File: config.mk
export PLATFORM = sky130hd
export DESIGN_NAME = rvb_issue_flat
export DESIGN_NICKNAME = d
export VERILOG_FILES = /design/src/rtl/rvb_issue_if.sv /design/src/rtl/rvb_issue.sv /design/src/flat_wrapper.sv
export SDC_FILE = /design/constraint.sdc
export NUM_CORES = 1
export LEC_CHECK = 0
export BUFFER_PORTS_ARGS = -buffer_cell sky130_fd_sc_hd__buf_2
export CORE_ASPECT_RATIO = 0.8
export CORE_UTILIZATION = 35
export CTS_CLUSTER_SIZE = 24
export DETAILED_ROUTE_END_ITERATION = 10
export PLACE_DENSITY = 0.68
export RECOVER_POWER = 25
export SYNTH_ARGS = -nofsm -noshare
export SYNTH_HDL_FRONTEND = slang
export SYNTH_SLANG_ARGS = --single-unit
File: constraint.sdc
create_clock -name clock_i -period 2.5 [get_ports clock_i]
set_input_delay 0 -clock clock_i [delete_from_list [all_inputs] [get_ports clock_i]]
set_output_delay 0 -clock clock_i [all_outputs]
set_load 0.05 [all_outputs]
File: src/rtl/rvb_issue_if.sv
// Core-side request/response and unit-side din/dout handshakes for rvb_issue.
// The master modport is the issue block; the slave modport is the core plus the execution unit.
interface rvb_issue_if #(
  parameter int XLEN = 32,
  parameter int TAGW = 4
);
  logic            req_valid;
  logic            req_ready;
  logic [31:0]     req_insn;
  logic [XLEN-1:0] req_rs1;
  logic [XLEN-1:0] req_rs2;
  logic [XLEN-1:0] req_rs3;
  logic [TAGW-1:0] req_tag;

  logic            din_valid;
  logic            din_ready;
  logic [XLEN-1:0] din_rs1;
  logic [XLEN-1:0] din_rs2;
  logic [XLEN-1:0] din_rs3;
  logic            din_insn3;
  logic            din_insn14;
  logic            din_insn26;
  logic            din_insn27;
  logic            din_insn29;
  logic            din_insn30;

  logic            dout_valid;
  logic            dout_ready;
  logic [XLEN-1:0] dout_rd;

  logic            rsp_valid;
  logic            rsp_ready;
  logic [XLEN-1:0] rsp_rd;
  logic [TAGW-1:0] rsp_tag;

  modport master (
    input  req_valid, req_insn, req_rs1, req_rs2, req_rs3, req_tag,
    output req_ready,
    output din_valid, din_rs1, din_rs2, din_rs3,
    output din_insn3, din_insn14, din_insn26, din_insn27, din_insn29, din_insn30,
    input  din_ready,
    input  dout_valid, dout_rd,
    output dout_ready,
    output rsp_valid, rsp_rd, rsp_tag,
    input  rsp_ready
  );

  modport slave (
    output req_valid, req_insn, req_rs1, req_rs2, req_rs3, req_tag,
    input  req_ready,
    input  din_valid, din_rs1, din_rs2, din_rs3,
    input  din_insn3, din_insn14, din_insn26, din_insn27, din_insn29, din_insn30,
    output din_ready,
    output dout_valid, dout_rd,
    input  dout_ready,
    input  rsp_valid, rsp_rd, rsp_tag,
    output rsp_ready
  );
endinterface

File: src/rtl/rvb_issue.sv
// rvb_issue: in-order issue/return initiator for the bitmanip execution units.
// Defining RVB_ISSUE_TIMEOUT_EN adds a watchdog on results outstanding for TMO_CYC cycles.
module rvb_issue #(
  parameter int XLEN    = 32,
  parameter int TAGW    = 4,
  parameter int MAX_OUT = 4,
  parameter int TMO_CYC = 255
) (
  input  logic        clock_i,
  input  logic        resetn_i,
  rvb_issue_if.master bus,
  output logic        err_o
);

  localparam int PW = $clog2(MAX_OUT);
  localparam int CW = $clog2(MAX_OUT + 1);
  localparam logic [CW-1:0] CNT_FULL = CW'(MAX_OUT);

  // issue register; ib packs insn bits {30,29,27,26,14,3}
  logic            iv_q, iv_d;
  logic [5:0]      ib_q, ib_d;
  logic [XLEN-1:0] rs1_q, rs1_d, rs2_q, rs2_d, rs3_q, rs3_d;
  logic [TAGW-1:0] tag_q, tag_d;

  logic [TAGW-1:0] tagq_mem_q [MAX_OUT];
  logic [PW-1:0]   wr_ptr_q, wr_ptr_d, rd_ptr_q, rd_ptr_d;
  logic [CW-1:0]   cnt_q, cnt_d;

  logic            rsp_valid_q, rsp_valid_d;
  logic [XLEN-1:0] rsp_rd_q, rsp_rd_d;
  logic [TAGW-1:0] rsp_tag_q, rsp_tag_d;
  logic            err_q, err_d;

  logic tagq_full, tagq_empty;
  logic din_valid, din_fire, req_ready, req_fire;
  logic dout_ready, dout_hs, cap, drop, tmo_hit;

  assign tagq_full  = (cnt_q == CNT_FULL);
  assign tagq_empty = (cnt_q == '0);
  assign din_valid  = iv_q && !tagq_full;
  assign din_fire   = din_valid && bus.din_ready;
  assign req_ready  = !iv_q || din_fire;
  assign req_fire   = bus.req_valid && req_ready;
  assign dout_ready = tagq_empty || !rsp_valid_q || bus.rsp_ready;
  assign dout_hs    = bus.dout_valid && dout_ready;
  assign cap        = dout_hs && !tagq_empty;
  assign drop       = bus.dout_valid && tagq_empty;

  always_comb begin
    iv_d  = iv_q;
    ib_d  = ib_q;
    rs1_d = rs1_q;
    rs2_d = rs2_q;
    rs3_d = rs3_q;
    tag_d = tag_q;
    if (din_fire) iv_d = 1'b0;
    if (req_fire) begin
      iv_d  = 1'b1;
      ib_d  = {bus.req_insn[30], bus.req_insn[29], bus.req_insn[27],
               bus.req_insn[26], bus.req_insn[14], bus.req_insn[3]};
      rs1_d = bus.req_rs1;
      rs2_d = bus.req_rs2;
      rs3_d = bus.req_rs3;
      tag_d = bus.req_tag;
    end
  end

  always_ff @(posedge clock_i or negedge resetn_i) begin
    if (!resetn_i) begin
      iv_q  <= 1'b0;
      ib_q  <= '0;
      rs1_q <= '0;
      rs2_q <= '0;
      rs3_q <= '0;
      tag_q <= '0;
    end else begin
      iv_q  <= iv_d;
      ib_q  <= ib_d;
      rs1_q <= rs1_d;
      rs2_q <= rs2_d;
      rs3_q <= rs3_d;
      tag_q <= tag_d;
    end
  end

  assign bus.req_ready  = req_ready;
  assign bus.din_valid  = din_valid;
  assign bus.din_rs1    = rs1_q;
  assign bus.din_rs2    = rs2_q;
  assign bus.din_rs3    = rs3_q;
  assign bus.din_insn30 = ib_q[5];
  assign bus.din_insn29 = ib_q[4];
  assign bus.din_insn27 = ib_q[3];
  assign bus.din_insn26 = ib_q[2];
  assign bus.din_insn14 = ib_q[1];
  assign bus.din_insn3  = (XLEN == 64) ? ib_q[0] : 1'b0;

  // pointers wrap naturally because MAX_OUT is a power of two
  always_comb begin
    wr_ptr_d = din_fire ? wr_ptr_q + PW'(1) : wr_ptr_q;
    rd_ptr_d = cap ? rd_ptr_q + PW'(1) : rd_ptr_q;
    cnt_d    = cnt_q;
    case ({din_fire, cap})
      2'b10:   cnt_d = cnt_q + CW'(1);
      2'b01:   cnt_d = cnt_q - CW'(1);
      default: cnt_d = cnt_q;
    endcase
  end

  always_ff @(posedge clock_i) begin
    if (din_fire) tagq_mem_q[wr_ptr_q] <= tag_q;
  end

  always_ff @(posedge clock_i or negedge resetn_i) begin
    if (!resetn_i) begin
      wr_ptr_q <= '0;
      rd_ptr_q <= '0;
      cnt_q    <= '0;
    end else begin
      wr_ptr_q <= wr_ptr_d;
      rd_ptr_q <= rd_ptr_d;
      cnt_q    <= cnt_d;
    end
  end

`ifdef RVB_ISSUE_TIMEOUT_EN
  localparam int TW = $clog2(TMO_CYC + 1);
  localparam logic [TW-1:0] TMO_INIT = TW'(TMO_CYC);

  logic [TW-1:0] tmo_q, tmo_d;

  // down-counter reloads whenever nothing is owed or a result arrives
  always_comb begin
    tmo_d   = tmo_q;
    tmo_hit = 1'b0;
    if (tagq_empty || dout_hs) begin
      tmo_d = TMO_INIT;
    end else if (tmo_q != '0) begin
      tmo_d   = tmo_q - TW'(1);
      tmo_hit = (tmo_q == TW'(1));
    end
  end

  always_ff @(posedge clock_i or negedge resetn_i) begin
    if (!resetn_i) tmo_q <= TMO_INIT;
    else           tmo_q <= tmo_d;
  end
`else
  assign tmo_hit = 1'b0;
`endif

  always_comb begin
    rsp_valid_d = rsp_valid_q;
    rsp_rd_d    = rsp_rd_q;
    rsp_tag_d   = rsp_tag_q;
    if (cap) begin
      rsp_valid_d = 1'b1;
      rsp_rd_d    = bus.dout_rd;
      rsp_tag_d   = tagq_mem_q[rd_ptr_q];
    end else if (bus.rsp_ready) begin
      rsp_valid_d = 1'b0;
    end
    err_d = err_q || drop || tmo_hit;
  end

  always_ff @(posedge clock_i or negedge resetn_i) begin
    if (!resetn_i) begin
      rsp_valid_q <= 1'b0;
      rsp_rd_q    <= '0;
      rsp_tag_q   <= '0;
      err_q       <= 1'b0;
    end else begin
      rsp_valid_q <= rsp_valid_d;
      rsp_rd_q    <= rsp_rd_d;
      rsp_tag_q   <= rsp_tag_d;
      err_q       <= err_d;
    end
  end

  assign bus.dout_ready = dout_ready;
  assign bus.rsp_valid  = rsp_valid_q;
  assign bus.rsp_rd     = rsp_rd_q;
  assign bus.rsp_tag    = rsp_tag_q;
  assign err_o          = err_q;

endmodule

File: src/flat_wrapper.sv
// flat-port wrapper written by rule: the top's interface ports become plain ports
module rvb_issue_flat 
#(
  parameter int XLEN    = 32,
  parameter int TAGW    = 4,
  parameter int MAX_OUT = 4,
  parameter int TMO_CYC = 255
)
  (clock_i, resetn_i, err_o, bus_req_valid, bus_req_insn, bus_req_rs1, bus_req_rs2, bus_req_rs3, bus_req_tag, bus_req_ready, bus_din_valid, bus_din_rs1, bus_din_rs2, bus_din_rs3, bus_din_insn3, bus_din_insn14, bus_din_insn26, bus_din_insn27, bus_din_insn29, bus_din_insn30, bus_din_ready, bus_dout_valid, bus_dout_rd, bus_dout_ready, bus_rsp_valid, bus_rsp_rd, bus_rsp_tag, bus_rsp_ready);
  rvb_issue_if #(.XLEN(XLEN), .TAGW(TAGW)) bus_i ();
  input  logic clock_i;
  input  logic resetn_i;
  output logic err_o;
  input wire logic [$bits(bus_i.req_valid)-1:0] bus_req_valid;
  input wire logic [$bits(bus_i.req_insn)-1:0] bus_req_insn;
  input wire logic [$bits(bus_i.req_rs1)-1:0] bus_req_rs1;
  input wire logic [$bits(bus_i.req_rs2)-1:0] bus_req_rs2;
  input wire logic [$bits(bus_i.req_rs3)-1:0] bus_req_rs3;
  input wire logic [$bits(bus_i.req_tag)-1:0] bus_req_tag;
  output wire logic [$bits(bus_i.req_ready)-1:0] bus_req_ready;
  output wire logic [$bits(bus_i.din_valid)-1:0] bus_din_valid;
  output wire logic [$bits(bus_i.din_rs1)-1:0] bus_din_rs1;
  output wire logic [$bits(bus_i.din_rs2)-1:0] bus_din_rs2;
  output wire logic [$bits(bus_i.din_rs3)-1:0] bus_din_rs3;
  output wire logic [$bits(bus_i.din_insn3)-1:0] bus_din_insn3;
  output wire logic [$bits(bus_i.din_insn14)-1:0] bus_din_insn14;
  output wire logic [$bits(bus_i.din_insn26)-1:0] bus_din_insn26;
  output wire logic [$bits(bus_i.din_insn27)-1:0] bus_din_insn27;
  output wire logic [$bits(bus_i.din_insn29)-1:0] bus_din_insn29;
  output wire logic [$bits(bus_i.din_insn30)-1:0] bus_din_insn30;
  input wire logic [$bits(bus_i.din_ready)-1:0] bus_din_ready;
  input wire logic [$bits(bus_i.dout_valid)-1:0] bus_dout_valid;
  input wire logic [$bits(bus_i.dout_rd)-1:0] bus_dout_rd;
  output wire logic [$bits(bus_i.dout_ready)-1:0] bus_dout_ready;
  output wire logic [$bits(bus_i.rsp_valid)-1:0] bus_rsp_valid;
  output wire logic [$bits(bus_i.rsp_rd)-1:0] bus_rsp_rd;
  output wire logic [$bits(bus_i.rsp_tag)-1:0] bus_rsp_tag;
  input wire logic [$bits(bus_i.rsp_ready)-1:0] bus_rsp_ready;
  assign bus_i.req_valid = bus_req_valid;
  assign bus_i.req_insn = bus_req_insn;
  assign bus_i.req_rs1 = bus_req_rs1;
  assign bus_i.req_rs2 = bus_req_rs2;
  assign bus_i.req_rs3 = bus_req_rs3;
  assign bus_i.req_tag = bus_req_tag;
  assign bus_req_ready = bus_i.req_ready;
  assign bus_din_valid = bus_i.din_valid;
  assign bus_din_rs1 = bus_i.din_rs1;
  assign bus_din_rs2 = bus_i.din_rs2;
  assign bus_din_rs3 = bus_i.din_rs3;
  assign bus_din_insn3 = bus_i.din_insn3;
  assign bus_din_insn14 = bus_i.din_insn14;
  assign bus_din_insn26 = bus_i.din_insn26;
  assign bus_din_insn27 = bus_i.din_insn27;
  assign bus_din_insn29 = bus_i.din_insn29;
  assign bus_din_insn30 = bus_i.din_insn30;
  assign bus_i.din_ready = bus_din_ready;
  assign bus_i.dout_valid = bus_dout_valid;
  assign bus_i.dout_rd = bus_dout_rd;
  assign bus_dout_ready = bus_i.dout_ready;
  assign bus_rsp_valid = bus_i.rsp_valid;
  assign bus_rsp_rd = bus_i.rsp_rd;
  assign bus_rsp_tag = bus_i.rsp_tag;
  assign bus_i.rsp_ready = bus_rsp_ready;
  rvb_issue #(.XLEN(XLEN), .TAGW(TAGW), .MAX_OUT(MAX_OUT), .TMO_CYC(TMO_CYC)) u_core (.clock_i(clock_i), .resetn_i(resetn_i), .bus(bus_i), .err_o(err_o));
endmodule
=== Word-level counts from Yosys, hierarchy flattened ===
Memory sizes are Yosys's and may differ from the RTL's. A register that Yosys moved wholly into a read port is not among the register bits.
Index checks and enable logic that the tools add are counted.

* Memories kept: 1
* Word-level logic and storage cells: 46
* Bits of input ports: 170
* Register bits after elaboration: 148
* RAM bits: 16

{| class="wikitable"
|+ Memories
! memory !! depth !! width !! read ports !! clocked after Yosys merged registers in !! write ports !! RTL line !! source
|-
| u_core.tagq_mem_q || 4 || 4 || 1 || 1 || 1 || rvb_issue.sv:25 || <nowiki>logic [TAGW-1:0] tagq_mem_q [MAX_OUT];</nowiki>
|}

* Add/sub/neg operators: 4
* Equal/unequal tests: 3
* Mux-type cells: 7
* Reductions and logical operators: 19

{| class="wikitable"
|+ Operators by type and width
! cell !! number
|-
| $logic_and 1x1->1 || 6
|-
| $mux 1 || 6
|-
| $pmux 3 s2 || 1
|-
| $reduce_bool 2->1 || 3
|-
| $logic_not 1->1 || 5
|-
| $add 2x1->2 const B || 2
|-
| $logic_or 1x1->1 || 4
|-
| $add 3x1->3 const B || 1
|-
| $eq 3x3->1 const B || 1
|-
| $logic_not 3->1 || 1
|-
| $sub 3x1->3 const B || 1
|-
| $eq 2x1->1 const B || 1
|-
| $eq 2x2->1 const B || 1
|}

=== Logic depth before layout (Yosys ltp) ===
* Depth in word-level cells: 7
* Mapped depth: 10
* Mapped depth without buffers: 8

=== Worst setup path before layout ===
No wires, ideal clock.

* Kind: register to register
* Start point: register u_core.cnt_q[0]
* End point: register u_core.cnt_q[2]
* Arrival: 2.353 ns
* Setup time: 0.125 ns
* Period minus slack after synthesis: 2.478 ns
* Path buffers: 2
* Stages on the path, launching flop included: 11
* Slack: 0.022 ns
* Required time: 2.375 ns
* Path through: dfrtp_1 or3_1 nand3_1 buf_2 buf_2 inv_1 ha_1 fa_1 xnor2_1 nor2_1 xor2_1

* Cells in the longest elaborated chain, start to end: 7
* Elaborated cells on any way between the ends: 16
* Classes of those cells: 2 x add/sub; 3 x eq/ne; 1 x mux; 10 x reduce/logical

{| class="wikitable"
|+ Ends and longest elaborated chain
! element !! RTL line !! source
|-
| from (decl) || rvb_issue.sv:27 || <nowiki>logic [CW-1:0] cnt_q, cnt_d;</nowiki>
|-
| from (signal assigned) || rvb_issue.sv:122 || <nowiki>cnt_q <= cnt_d;</nowiki>
|-
| $logic_not 3->1 (*) || rvb_issue.sv:39 || <nowiki>assign tagq_empty = (cnt_q == '0);</nowiki>
|-
| $logic_or 1x1->1 (2 in series) || rvb_issue.sv:44 || <nowiki>assign dout_ready = tagq_empty || !rsp_valid_q || bus.rsp_ready;</nowiki>
|-
| $logic_and 1x1->1 || rvb_issue.sv:45 || <nowiki>assign dout_hs = bus.dout_valid && dout_ready;</nowiki>
|-
| $logic_and 1x1->1 (*) || rvb_issue.sv:46 || <nowiki>assign cap = dout_hs && !tagq_empty;</nowiki>
|-
| named net u_core.cap || rvb_issue.sv:36 || <nowiki>logic dout_ready, dout_hs, cap, drop, tmo_hit;</nowiki>
|-
| $eq 2x1->1 / $eq 2x2->1 (equally long branches) || rvb_issue.sv:103 || <nowiki>case ({din_fire, cap})</nowiki>
|-
| $pmux 3 s2 / $reduce_bool 2->1 (equally long branches) || n/a ||
|}

Mark *: on every way through the listed nets, which the timed path passes. The rest lies on a longest branch.
A chain may end at the register's enable or synchronous reset.

=== Worst setup path after layout ===
* Start point: register u_core.cnt_q[0]
* End point: register u_core.cnt_q[1]

* Cells in the longest elaborated chain, start to end: 7
* Elaborated cells on any way between the ends: 16
* Classes of those cells: 2 x add/sub; 3 x eq/ne; 1 x mux; 10 x reduce/logical

{| class="wikitable"
|+ Ends and longest elaborated chain
! element !! RTL line
|-
| $logic_not 3->1 || rvb_issue.sv:39
|-
| $logic_or 1x1->1 (2 in series) || rvb_issue.sv:44
|-
| $logic_and 1x1->1 || rvb_issue.sv:45
|-
| $logic_and 1x1->1 || rvb_issue.sv:46
|-
| $eq 2x1->1 / $eq 2x2->1 (equally long branches) || rvb_issue.sv:103
|-
| $pmux 3 s2 (*) || rvb_issue.sv:103
|-
| named net u_core.cnt_d[1] || rvb_issue.sv:27
|}

Marks and branches as above.

==> metrics.yaml <==
overflow: 0
cts_buffers: 17
final_util_pct: 55.6
crit_slowest_cell: "or3b_1"
tritoncts: "built"
wl_um: 16500
p_per_area_nw_per_um2: 1290
tightest_slew_ns: 1.94
rsz0062_at_grt: "false"
synth_edf_count: 16
area_growth_pct: 54.9
synth.avg_cell_area_sq_um: 17.7
antenna_cells: 0
core_sq_um: 18300
wl_per_cell_um: 15.5
ys_seq_area_share_pct: 64.9
status: "finished with violations"
power_leakage_nw: 4.75
ant_nets: 0
clock_skew_ns: 0.00641
fmax_mhz: 436
grt_pass1_vias: 5244
synth-seq-cells: 167
globalplace.congestion: 0.786
vias_per_cell: 4.37
vias: 4662
fp.dieH_um: 125
worstSetupEndpointType: "register"
drv_cap: 1
grt_max_degree: 79
synth_ff_type: "dfrtp_1"
cp.arrival_ns: 2.59
slowest_delay_ns: 0.45
rows: 44
path_max_fanout: 7
setup_violations: 0
die_w_um: 155
violations: "max-capacitance violations, max-slew violations"
cts_resized: 0
synthArstFlopShare_pct: 90.4
worst_ep_required_time_ns: 2.80
fin_crit_ns: 2.30
cts_setup_buffers: 0
start_util_pct: 35.9
drc: 0
clk_pin_slew_worst_paths_ns: 0.06
synth_top_area_cell: "dfrtp_1"
hold_buffers: 141
synth_fp_nets: 546
syn_inst: 370
layout.nets: 977
antenna_found_initial: 1
synth_cell_types: 29
cts_sinks: 167
maxSlewViolCount: 78
synth_top_area_share_pct: 57.6
firstDrtPassIters: 4
cts_buffer_depth: 2
ys_warn_count: 0
root_buffer: "clkbuf_16"
synth_area_leaders: "dfrtp_1 (58%), mux2_2 (16%), mux2_4 (11%)"
drt-initial-drc-count: 168
hold_path.class: "input pin to register"
cp-start-kind: "register"
fin_setup_tns_ns: 0
fin_crit_sh_pct: 91.8
vdd_drop_max_mv: 0.675
relSlewSlack_pct: -29.3
die_area_sq_um: 19300
path_cells: "or3b_1 -> and3_1 -> inv_1 -> ha_1 -> fa_1 -> mux2_2"
hpwl_um: 10100
io_pins: 313
clkLatencyLatePin_ns: 0.41
syn_area_sq_um: 6570
worstSetupPathType: "register to register"
drive_gt1_share_pct: 54.4
final_hold_viol_count: 0
h-tree-depth: 4
portBuffers: 284
grt_pass1_wl_um: 26700
grt_usage_pct: 17.9
-- report_power, final --
part / internal (mW) / switching, mW
clock network: 1.30 / 1.08
registers: 3.78 / 0.602
logic: 1.97 / 4.36
total: 7.05 / 6.04
-- area by class of cell --
cell class / count / area [sq um]
well taps: 253 / 317
flip-flops and latches: 167 / 4260
clock inverters: 12 / 93.8
multi-input cells: 179 / 2160
fillers: 1478 / 8110
repair buffers: 431 / 2880
inverters: 5 / 18.8
clock buffers: 19 / 443
-- worst paths after layout --
check                                             from                                 end  slack [ns]  cells after the start
setup / recovery           u_core.cnt_q[0]$_DFFE_PN0P_         u_core.cnt_q[1]$_DFFE_PN0P_        0.20                      6
hold reg to reg                 u_core.err_o$_DFF_PN0_              u_core.err_o$_DFF_PN0_        0.49                      1
hold / removal                           bus_din_ready      u_core.wr_ptr_q[0]$_DFFE_PN0P_        0.08                      3
setup reg to reg           u_core.cnt_q[0]$_DFFE_PN0P_         u_core.cnt_q[1]$_DFFE_PN0P_        0.20                      6
min in group asynchronous                     resetn_i  u_core.bus.din_rs2[29]$_DFFE_PN0P_        0.64                      2
max in group asynchronous                     resetn_i         u_core.cnt_q[2]$_DFFE_PN0P_        0.68                      3
-- cell usage in the layout (no fill, tap or decap), drive strengths merged --
| cell type | count |
|---|---|
| clkbuf | 47 |
| dfrtp | 151 |
| nor2b | 1 |
| clkinvlp | 4 |
| or3 | 1 |
| mux2 | 143 |
| inv | 9 |
| mux4 | 4 |
| and2 | 5 |
| a31o | 1 |
| or3b | 1 |
| xnor2 | 5 |
| conb | 1 |
| nand4 | 1 |
| dlygate4sd3 | 141 |
| a21o | 1 |
| xor2 | 1 |
| nand2b | 2 |
| nor2 | 1 |
| edfxtp | 16 |
| nand3 | 1 |
| fa | 1 |
| ha | 5 |
| clkinv | 4 |
| and3 | 1 |
| buf | 262 |
| o21bai | 1 |
| nand2 | 2 |
-- sequential cells by signal, summed over array words and instances (netlist names) --
register and cells:
u_core.bus.din_rs1 32, u_core.bus.din_rs2 32, u_core.bus.din_rs3 32, u_core.bus.rsp_rd 32
u_core.tagq_mem_q 16, u_core.ib_q 5, u_core.bus.rsp_tag 4, u_core.tag_q 4
u_core.cnt_q 3, u_core.rd_ptr_q 2, u_core.wr_ptr_q 2, u_core.bus.rsp_valid 1
u_core.err_o 1, u_core.iv_q 1
-- cell usage after synthesis (2+ instances only) --
master	number
dfrtp_1	151
mux2_2	93
mux2_4	50
edfxtp_1	16
buf_2	9
buf_6	6
and2_1	5
ha_1	5
inv_1	5
xnor2_1	5
mux4_2	4
clkbuf_1	2
nand2_1	2
nand2b_1	2
-- kinds of logic (layout without fill, tap and decap cells) --
group                    after synthesis  in the layout  synth area share, %
flip-flops                           167            167                 64.9
other                                  1              1               0.0571
multiplexers                         147            147                 28.8
buffers and inverters                 24            467                 2.46
XOR/XNOR                               6              6                0.800
adder cells (fa/ha/maj)                6              6                 1.26
AO/OA/AOI/OAI                          3              3                0.362
AND/OR/NAND/NOR                       16             16                 1.43
-- worst max-delay path, delay by kind of cell (launching register included) --
family / cells / cell delay [ns]
fa+ha+maj: 2 / 0.63
buf+inv: 1 / 0.13
flops: 1 / 0.42
mux: 1 / 0.27
simple gates: 2 / 0.73
-- per-stage QoR --
stage	instances	instance area (sq um)	setup slack, ns	hold slack (ns)	power (mW)
floorplan	370	6570	0.0215	-0.296	9.13
CTS	1066	10200	0.175	0.0742	13.2
global route	1066	10200	0.0873	0.123	13.7
detailed placement	894	8260	0.208	0.0822	10.6
global placement	894	8260	0.263	0.0697	10.5
finish	1066	10200	0.204	0.0836	13.1
-- layer usage --
layer  GRT usage [%]  share of wire [%]
met4            6.52                2.0
met1            19.6                 40
met5               0              0.079
met3            6.16                7.5
met2            31.7                 51
Power figures use the tool's default switching activity.
